$ cat src/rtl/thread_scheduler.sv
`default_nettype none
// ============================================================================
//  Module   : thread_scheduler
//  Purpose  : Picks the hardware thread whose PC the fetch stage issues each
//             cycle in the barrel core. The search is round-robin and starts
//             after the last issued thread. Threads that are disabled,
//             waiting, halted or still inside their issue-spacing window are
//             skipped. A bubble (tid_valid = 0) goes out when no thread can
//             issue.
//  Ports    : clk, rst_n (async, active low)
//             en                   pipeline advance (0 freezes selection,
//                                  spacing counters and stall timers)
//             thread_en[N]         per-thread enable mask
//             stall_req/stall_tid/stall_cycles   move a thread into WAIT
//             wake_req/wake_tid    move a thread from WAIT back to RUN
//             halt_req/halt_tid    move a thread into HALT (sticky)
//             tid/tid_valid        registered issue slot
//             run_mask             per-thread RUN indication
//             all_halted           every enabled thread is in HALT
//  Config   : `define TS_STALL_TIMER_EN to add a per-thread auto-wake
//             down-counter loaded from stall_cycles.
//  Revision : 1.0 - initial release
// ============================================================================
module thread_scheduler #(
    parameter int NUM_THREADS  = 8,
    parameter int BITS_THREADS = $clog2(NUM_THREADS),
    parameter int MIN_SPACING  = 5,
    parameter int CNT_WIDTH    = 8
) (
    input  logic                    clk,
    input  logic                    rst_n,
    input  logic                    en,
    input  logic [NUM_THREADS-1:0]  thread_en,
    input  logic                    stall_req,
    input  logic [BITS_THREADS-1:0] stall_tid,
    input  logic [CNT_WIDTH-1:0]    stall_cycles,
    input  logic                    wake_req,
    input  logic [BITS_THREADS-1:0] wake_tid,
    input  logic                    halt_req,
    input  logic [BITS_THREADS-1:0] halt_tid,
    output logic [BITS_THREADS-1:0] tid,
    output logic                    tid_valid,
    output logic [NUM_THREADS-1:0]  run_mask,
    output logic                    all_halted
);

    // Spacing counter only has to hold MIN_SPACING-1.
    localparam int c_SP_W = (MIN_SPACING > 1) ? $clog2(MIN_SPACING) : 1;
    localparam logic [c_SP_W-1:0] c_SPACING_RELOAD = c_SP_W'(MIN_SPACING - 1);
    // One extra bit so (last + k) cannot overflow before the wrap.
    localparam int c_IW = BITS_THREADS + 1;

    typedef enum logic [1:0] {
        ST_RUN  = 2'd0,
        ST_WAIT = 2'd1,
        ST_HALT = 2'd2
    } state_t;

    logic [NUM_THREADS-1:0]  w_elig;
    logic [NUM_THREADS-1:0]  w_halted_or_off;
    logic                    w_found;
    logic [BITS_THREADS-1:0] w_sel;
    logic [c_IW-1:0]         w_idx;

    logic [BITS_THREADS-1:0] r_tid;
    logic                    r_tid_valid;
    logic [BITS_THREADS-1:0] r_last_tid;

`ifndef TS_STALL_TIMER_EN
    // The stall duration has no meaning without the auto-wake timers.
    logic w_unused_stall_cycles;
    assign w_unused_stall_cycles = ^stall_cycles;
`endif

    // ------------------------------------------------------------------------
    // Per-thread state: RUN/WAIT/HALT FSM, spacing counter, optional timer
    // ------------------------------------------------------------------------
    for (genvar gi = 0; gi < NUM_THREADS; gi++) begin : g_thread
        state_t            r_state;
        logic [c_SP_W-1:0] r_spacing;
        logic              w_halt_hit;
        logic              w_stall_hit;
        logic              w_wake_hit;

        assign w_halt_hit  = halt_req  && (halt_tid  == BITS_THREADS'(gi));
        assign w_stall_hit = stall_req && (stall_tid == BITS_THREADS'(gi));
        assign w_wake_hit  = wake_req  && (wake_tid  == BITS_THREADS'(gi));

        // Eligibility looks only at registered state, so a request seen at
        // one edge first influences selection at the following edge.
        assign w_elig[gi] = (r_state == ST_RUN) && thread_en[gi] && (r_spacing == '0);
        assign run_mask[gi]        = (r_state == ST_RUN);
        assign w_halted_or_off[gi] = (r_state == ST_HALT) || !thread_en[gi];

`ifdef TS_STALL_TIMER_EN
        logic [CNT_WIDTH-1:0] r_timer;

        // Priority for one thread: halt > stall > wake > timer expiry.
        always_ff @(posedge clk or negedge rst_n) begin
            if (!rst_n) begin
                r_state <= ST_RUN;
                r_timer <= '0;
            end else begin
                case (r_state)
                    ST_RUN: begin
                        if (w_halt_hit) begin
                            r_state <= ST_HALT;
                        end else if (w_stall_hit) begin
                            r_state <= ST_WAIT;
                            r_timer <= stall_cycles;
                        end
                    end
                    ST_WAIT: begin
                        if (w_halt_hit) begin
                            r_state <= ST_HALT;
                            r_timer <= '0;
                        end else if (w_stall_hit) begin
                            r_timer <= stall_cycles;
                        end else if (w_wake_hit) begin
                            r_state <= ST_RUN;
                            r_timer <= '0;
                        end else if (en && (r_timer != '0)) begin
                            // A zero timer means "wait for wake_req only".
                            r_timer <= r_timer - 1'b1;
                            if (r_timer == CNT_WIDTH'(1)) begin
                                r_state <= ST_RUN;
                            end
                        end
                    end
                    default: begin
                        r_state <= ST_HALT;
                    end
                endcase
            end
        end
`else
        // Priority for one thread: halt > stall > wake.
        always_ff @(posedge clk or negedge rst_n) begin
            if (!rst_n) begin
                r_state <= ST_RUN;
            end else begin
                case (r_state)
                    ST_RUN: begin
                        if (w_halt_hit) begin
                            r_state <= ST_HALT;
                        end else if (w_stall_hit) begin
                            r_state <= ST_WAIT;
                        end
                    end
                    ST_WAIT: begin
                        if (w_halt_hit) begin
                            r_state <= ST_HALT;
                        end else if (!w_stall_hit && w_wake_hit) begin
                            r_state <= ST_RUN;
                        end
                    end
                    default: begin
                        r_state <= ST_HALT;
                    end
                endcase
            end
        end
`endif

        // The issuing thread reloads its window; all others count down.
        always_ff @(posedge clk or negedge rst_n) begin
            if (!rst_n) begin
                r_spacing <= '0;
            end else if (en) begin
                if (w_found && (w_sel == BITS_THREADS'(gi))) begin
                    r_spacing <= c_SPACING_RELOAD;
                end else if (r_spacing != '0) begin
                    r_spacing <= r_spacing - 1'b1;
                end
            end
        end
    end

    // ------------------------------------------------------------------------
    // Round-robin search starting one past the last issued thread
    // ------------------------------------------------------------------------
    always_comb begin
        w_found = 1'b0;
        w_sel   = r_last_tid;
        w_idx   = '0;
        for (int k = 1; k <= NUM_THREADS; k++) begin
            w_idx = {1'b0, r_last_tid} + c_IW'(k);
            if (w_idx >= c_IW'(NUM_THREADS)) begin
                w_idx = w_idx - c_IW'(NUM_THREADS);
            end
            if (!w_found && w_elig[w_idx[BITS_THREADS-1:0]]) begin
                w_found = 1'b1;
                w_sel   = w_idx[BITS_THREADS-1:0];
            end
        end
    end

    // Last issued thread resets to NUM_THREADS-1 so the first search begins
    // at thread 0; tid itself resets to 0.
    always_ff @(posedge clk or negedge rst_n) begin
        if (!rst_n) begin
            r_tid       <= '0;
            r_tid_valid <= 1'b0;
            r_last_tid  <= BITS_THREADS'(NUM_THREADS - 1);
        end else if (en) begin
            r_tid_valid <= w_found;
            if (w_found) begin
                r_tid      <= w_sel;
                r_last_tid <= w_sel;
            end
        end
    end

    assign tid        = r_tid;
    assign tid_valid  = r_tid_valid;
    // An empty enable mask is not reported as "all halted".
    assign all_halted = (|thread_en) && (&w_halted_or_off);

endmodule
`default_nettype wire

$ cat config.mk
export PLATFORM = sky130hd
export DESIGN_NAME = thread_scheduler
export DESIGN_NICKNAME = d
export VERILOG_FILES = /design/src/rtl/thread_scheduler.sv
export SDC_FILE = /design/constraint.sdc
export NUM_CORES = 1
export LEC_CHECK = 0
export BUFFER_PORTS_ARGS = -buffer_cell sky130_fd_sc_hd__buf_4
export CORE_MARGIN = 2
export CORE_UTILIZATION = 64
export DETAILED_ROUTE_END_ITERATION = 7
export PLACE_DENSITY = 0.87
export SETUP_SLACK_MARGIN = 0.1
export SYNTH_ARGS = -nofsm -noshare
export SYNTH_HDL_FRONTEND = slang
export SYNTH_SLANG_ARGS = --single-unit
$ cat constraint.sdc
create_clock -name clk -period 6.9 [get_ports clk]
set_input_delay 0.69 -clock clk [delete_from_list [all_inputs] [get_ports clk]]
set_output_delay 0.69 -clock clk [all_outputs]
set_load 0.1 [all_outputs]
==> impl_summary.log <==
[metrics] number of DRC violations after detailed routing: 0
[metrics] total number of yosys warnings: 0
[metrics] clock input transition at the sequential cells of the worst setup and hold paths: ~0.1 ns
[metrics] max-slew headroom at the worst pin: a little over half
[metrics] XOR/XNOR share of the synthesized area: 2.422%
[metrics] most frequent cell after synthesis: nand2_1
[metrics] number of buffers added to fix hold violations after cts: 0
[metrics] antenna violations before repair: 0
[metrics] Placement Rows: 27
[metrics] sink count of the clock tree: 47
[metrics] async set-or-reset flop fraction in the synthesized netlist: 100.0%
[metrics] Peak VDD IR: between 0.2 and 0.3 mV
[metrics] Resized cells post-CTS: 0
[metrics] post-synthesis average cell area: 8.275 µm²
[metrics] final worst-path cycle share: 71.16%
[metrics] final sum of negative setup slack: 0 ns
[metrics] post-synth cell types: between 60 and 70
[metrics] endpoint required time on the critical path: 7.08 ns
[metrics] largest family of logic cells by synthesized area: simple AND/OR/NAND/NOR gates
[metrics] vertical extent of the die: just under 80 µm
[metrics] post-synth top area cell: dfrtp_1
[metrics] DRT Pass-1 Iters: 5
[metrics] drt via density: 6.281
[metrics] fraction of final layout cells with drive strength greater than 1: 13.73%
[metrics] complex-gate fraction of the synthesized area: between 20% and 30%
[metrics] Data arrival, critical path: 5.08 ns
[metrics] global-route wire length before repair: 14770 µm
[metrics] fraction of the mapped netlist area in adder cells: 6.228%
[metrics] flip-flop and latch count after synthesis: 47
[metrics] LEAKAGE: 1.806 nW
[metrics] maximum number of pins on one net before global-route repair: 48
[metrics] Initial Utilization: 66.07%
[metrics] sequential area share after synthesis: approximately a third
[metrics] area share of the largest cell type after synthesis: between 30% and 40%
[metrics] proportion of synthesized area in mux cells: 6.886%
[metrics] power density cells: between 400 and 500 nW/µm²
[metrics] final count of hold timing violations: 0
[metrics] reported max-cap violation count: 0
[metrics] antenna cells: 0
[metrics] IO Port Bufs: 35
[metrics] maximum buffer depth of the clock tree: 2
[metrics] RSZ-0062 raised after global routing: false
[metrics] remaining global-route overflow: 0
[metrics] number of nets in the finished design: 514
[metrics] EDFF count, synth: 0
[metrics] post-detailed-placement half-perimeter wirelength: 6590 µm
[metrics] DR iter-0 viols: 325
[metrics] critical path endpoint category: register
[metrics] library cell used as clock root buffer: clkbuf_8
[metrics] RD Place Congestion: roughly 0.96
[metrics] measured slew at the worst slew-check pin: 0.6998 ns
[metrics] most instantiated flip-flop cell in the synthesis netlist: dfrtp_1
[metrics] final standard cell utilization of the core: between 70 and 80%
[metrics] Post-Synth Simple-Gate Area: 25.09%
[metrics] kind of critical path: reg -> reg
[metrics] floorplan die width: 79.17 µm
[metrics] overall die area: 6267 µm²
[metrics] Detail Route Antenna Nets: 0
[metrics] net count of the mapped netlist: 486
[metrics] core outline area: 5473 µm²
[metrics] clock buffer count from CTS: 5
[metrics] Slew Limit Fails: 0
[metrics] Post-Route Skew: roughly 0.0070 ns
[metrics] signed area change from the synthesized netlist to the final layout: 11.87%
[metrics] class of the tightest hold or removal check: in -> async
[metrics] run status: completed
[metrics] clk_lat worst skew: 0.31 ns
[metrics] achievable frequency: 203.7 MHz
[metrics] aggregate global-route resource usage: around 30%
[metrics] number of global-route vias before repair: 3203
[metrics] Cells after Synth: 437
[metrics] R2R cell count: 10
[metrics] number of top-level pins: between 40 and 50
[metrics] number of vias after detailed routing: 3379
[metrics] CTS tree: done
[metrics] ranking of synthesized cells by instance count: nand2_1 (52), dfrtp_1 (44), nor2_1 (41)
[metrics] final setup vio count: 0
[metrics] final critical-path required period: 4.910 ns
[metrics] number of setup buffers added after CTS: 0
[metrics] summed instance area of the synthesized netlist: 3616 µm²
[metrics] ranking of synthesized cells by area: dfrtp_1 (30%), ha_1 (6.2%), nand2_1 (5.4%), o21ai_0 (5.1%), mux2i_1 (4.7%)
[metrics] final routed wire length divided by cell count: 16.48 µm
[metrics] CP startpoint kind: register
[metrics] routed wire length: 8868 µm
[metrics] number of levels the H-tree was split into: 2
[metrics] maximum fanout along the worst path: 16
-- power by group --
part	internal, mW	switching [mW]	total, mW
sequential	0.377	0.101	0.478
clock	0.147	0.103	0.250
combinational	0.435	0.723	1.16
total	0.959	0.927	1.89
-- final timing paths --
path	from	end	slack [ns]
max in group asynchronous	rst_n	g_thread[2].r_state[0]	6.12
setup reg to reg	r_last_tid[0]	g_thread[3].r_spacing[0]	1.99
min in group clk	tid[0]	tid[0]	0.50
hold reg to reg	tid[0]	tid[0]	0.50
hold / removal	rst_n	tid[0]	0.36
setup / recovery	r_last_tid[0]	g_thread[3].r_spacing[0]	1.99
-- routing by layer --
metal | share of wire (%) | up-vias | track usage [%]
met2 | 49 | 120 | 49.75
met4 | 3.4 | 0 | 12.59
met3 | 4.9 | 21 | 4.205
li1 | - | 1637 | -
met1 | 43 | 1601 | 39.05
met5 | 0 | - | 0
-- final cells by class --
class	count	area [µm²]
Multi-Input combinational cell	344	2252
Fill cell	436	1428
Sequential cell	47	1180
Timing Repair Buffer	35	262.8
Inverter	32	120.1
Tap cell	72	90.09
Clock inverter	3	71.32
Clock buffer	5	68.82
-- worst max-delay path, cell delays in order (launching register included) --
cell and delay [ns]:
dfstp_2 0.73, inv_1 0.31, ha_1 0.66, clkinv_1 0.35, mux4_2 0.53, a211o_1 0.33, or4_1 0.63, o211a_1 0.38
xnor2_4 0.21, nor3_1 0.46, o21ai_0 0.18
-- cell families (layout without fill, tap and decap cells) --
group | Yosys count | count (layout)
XOR/XNOR | 7 | 7
AND/OR/NAND/NOR | 179 | 179
AO/OA/AOI/OAI | 119 | 119
flip-flops | 47 | 47
buffers and inverters | 46 | 75
multiplexers | 21 | 21
adder cells (fa/ha/maj) | 18 | 18
-- state kept, by name, indices dropped and copies added, names as in the netlist --
| register | count |
|---|---|
| g_thread.r_spacing | 24 |
| g_thread.r_state | 16 |
| r_last_tid | 3 |
| tid | 3 |
| tid_valid | 1 |
-- metrics by stage --
stage	power (mW)	hold slack, ns	area, µm²	instances	setup WS (ns)
floorplan	1.383	0.3944	3616	437	2.782
global placement	1.565	0.4643	3905	530	2.083
detailed placement	1.615	0.4801	3905	530	2.006
CTS	1.874	0.4035	4045	538	2.001
global route	2.028	0.4200	4045	538	1.702
finish	1.886	0.3648	4045	538	1.990
-- layout by cell type (no fill, tap or decap), drive strengths merged, types with 4 or more instances in the layout --
cell type / count
nand2: 52
dfrtp: 44
nor2: 41
o21ai: 37
buf: 35
inv: 32
a21oi: 24
nand3: 19
ha: 18
mux2i: 17
nor2b: 15
nor3: 13
nand2b: 10
o22ai: 8
nor4b: 6
a211o: 6
clkbuf: 5
xnor2: 5
nand4: 4
o22a: 4
a22oi: 4
a32oi: 4
a31o: 4
(Power assumes the default switching activity.)
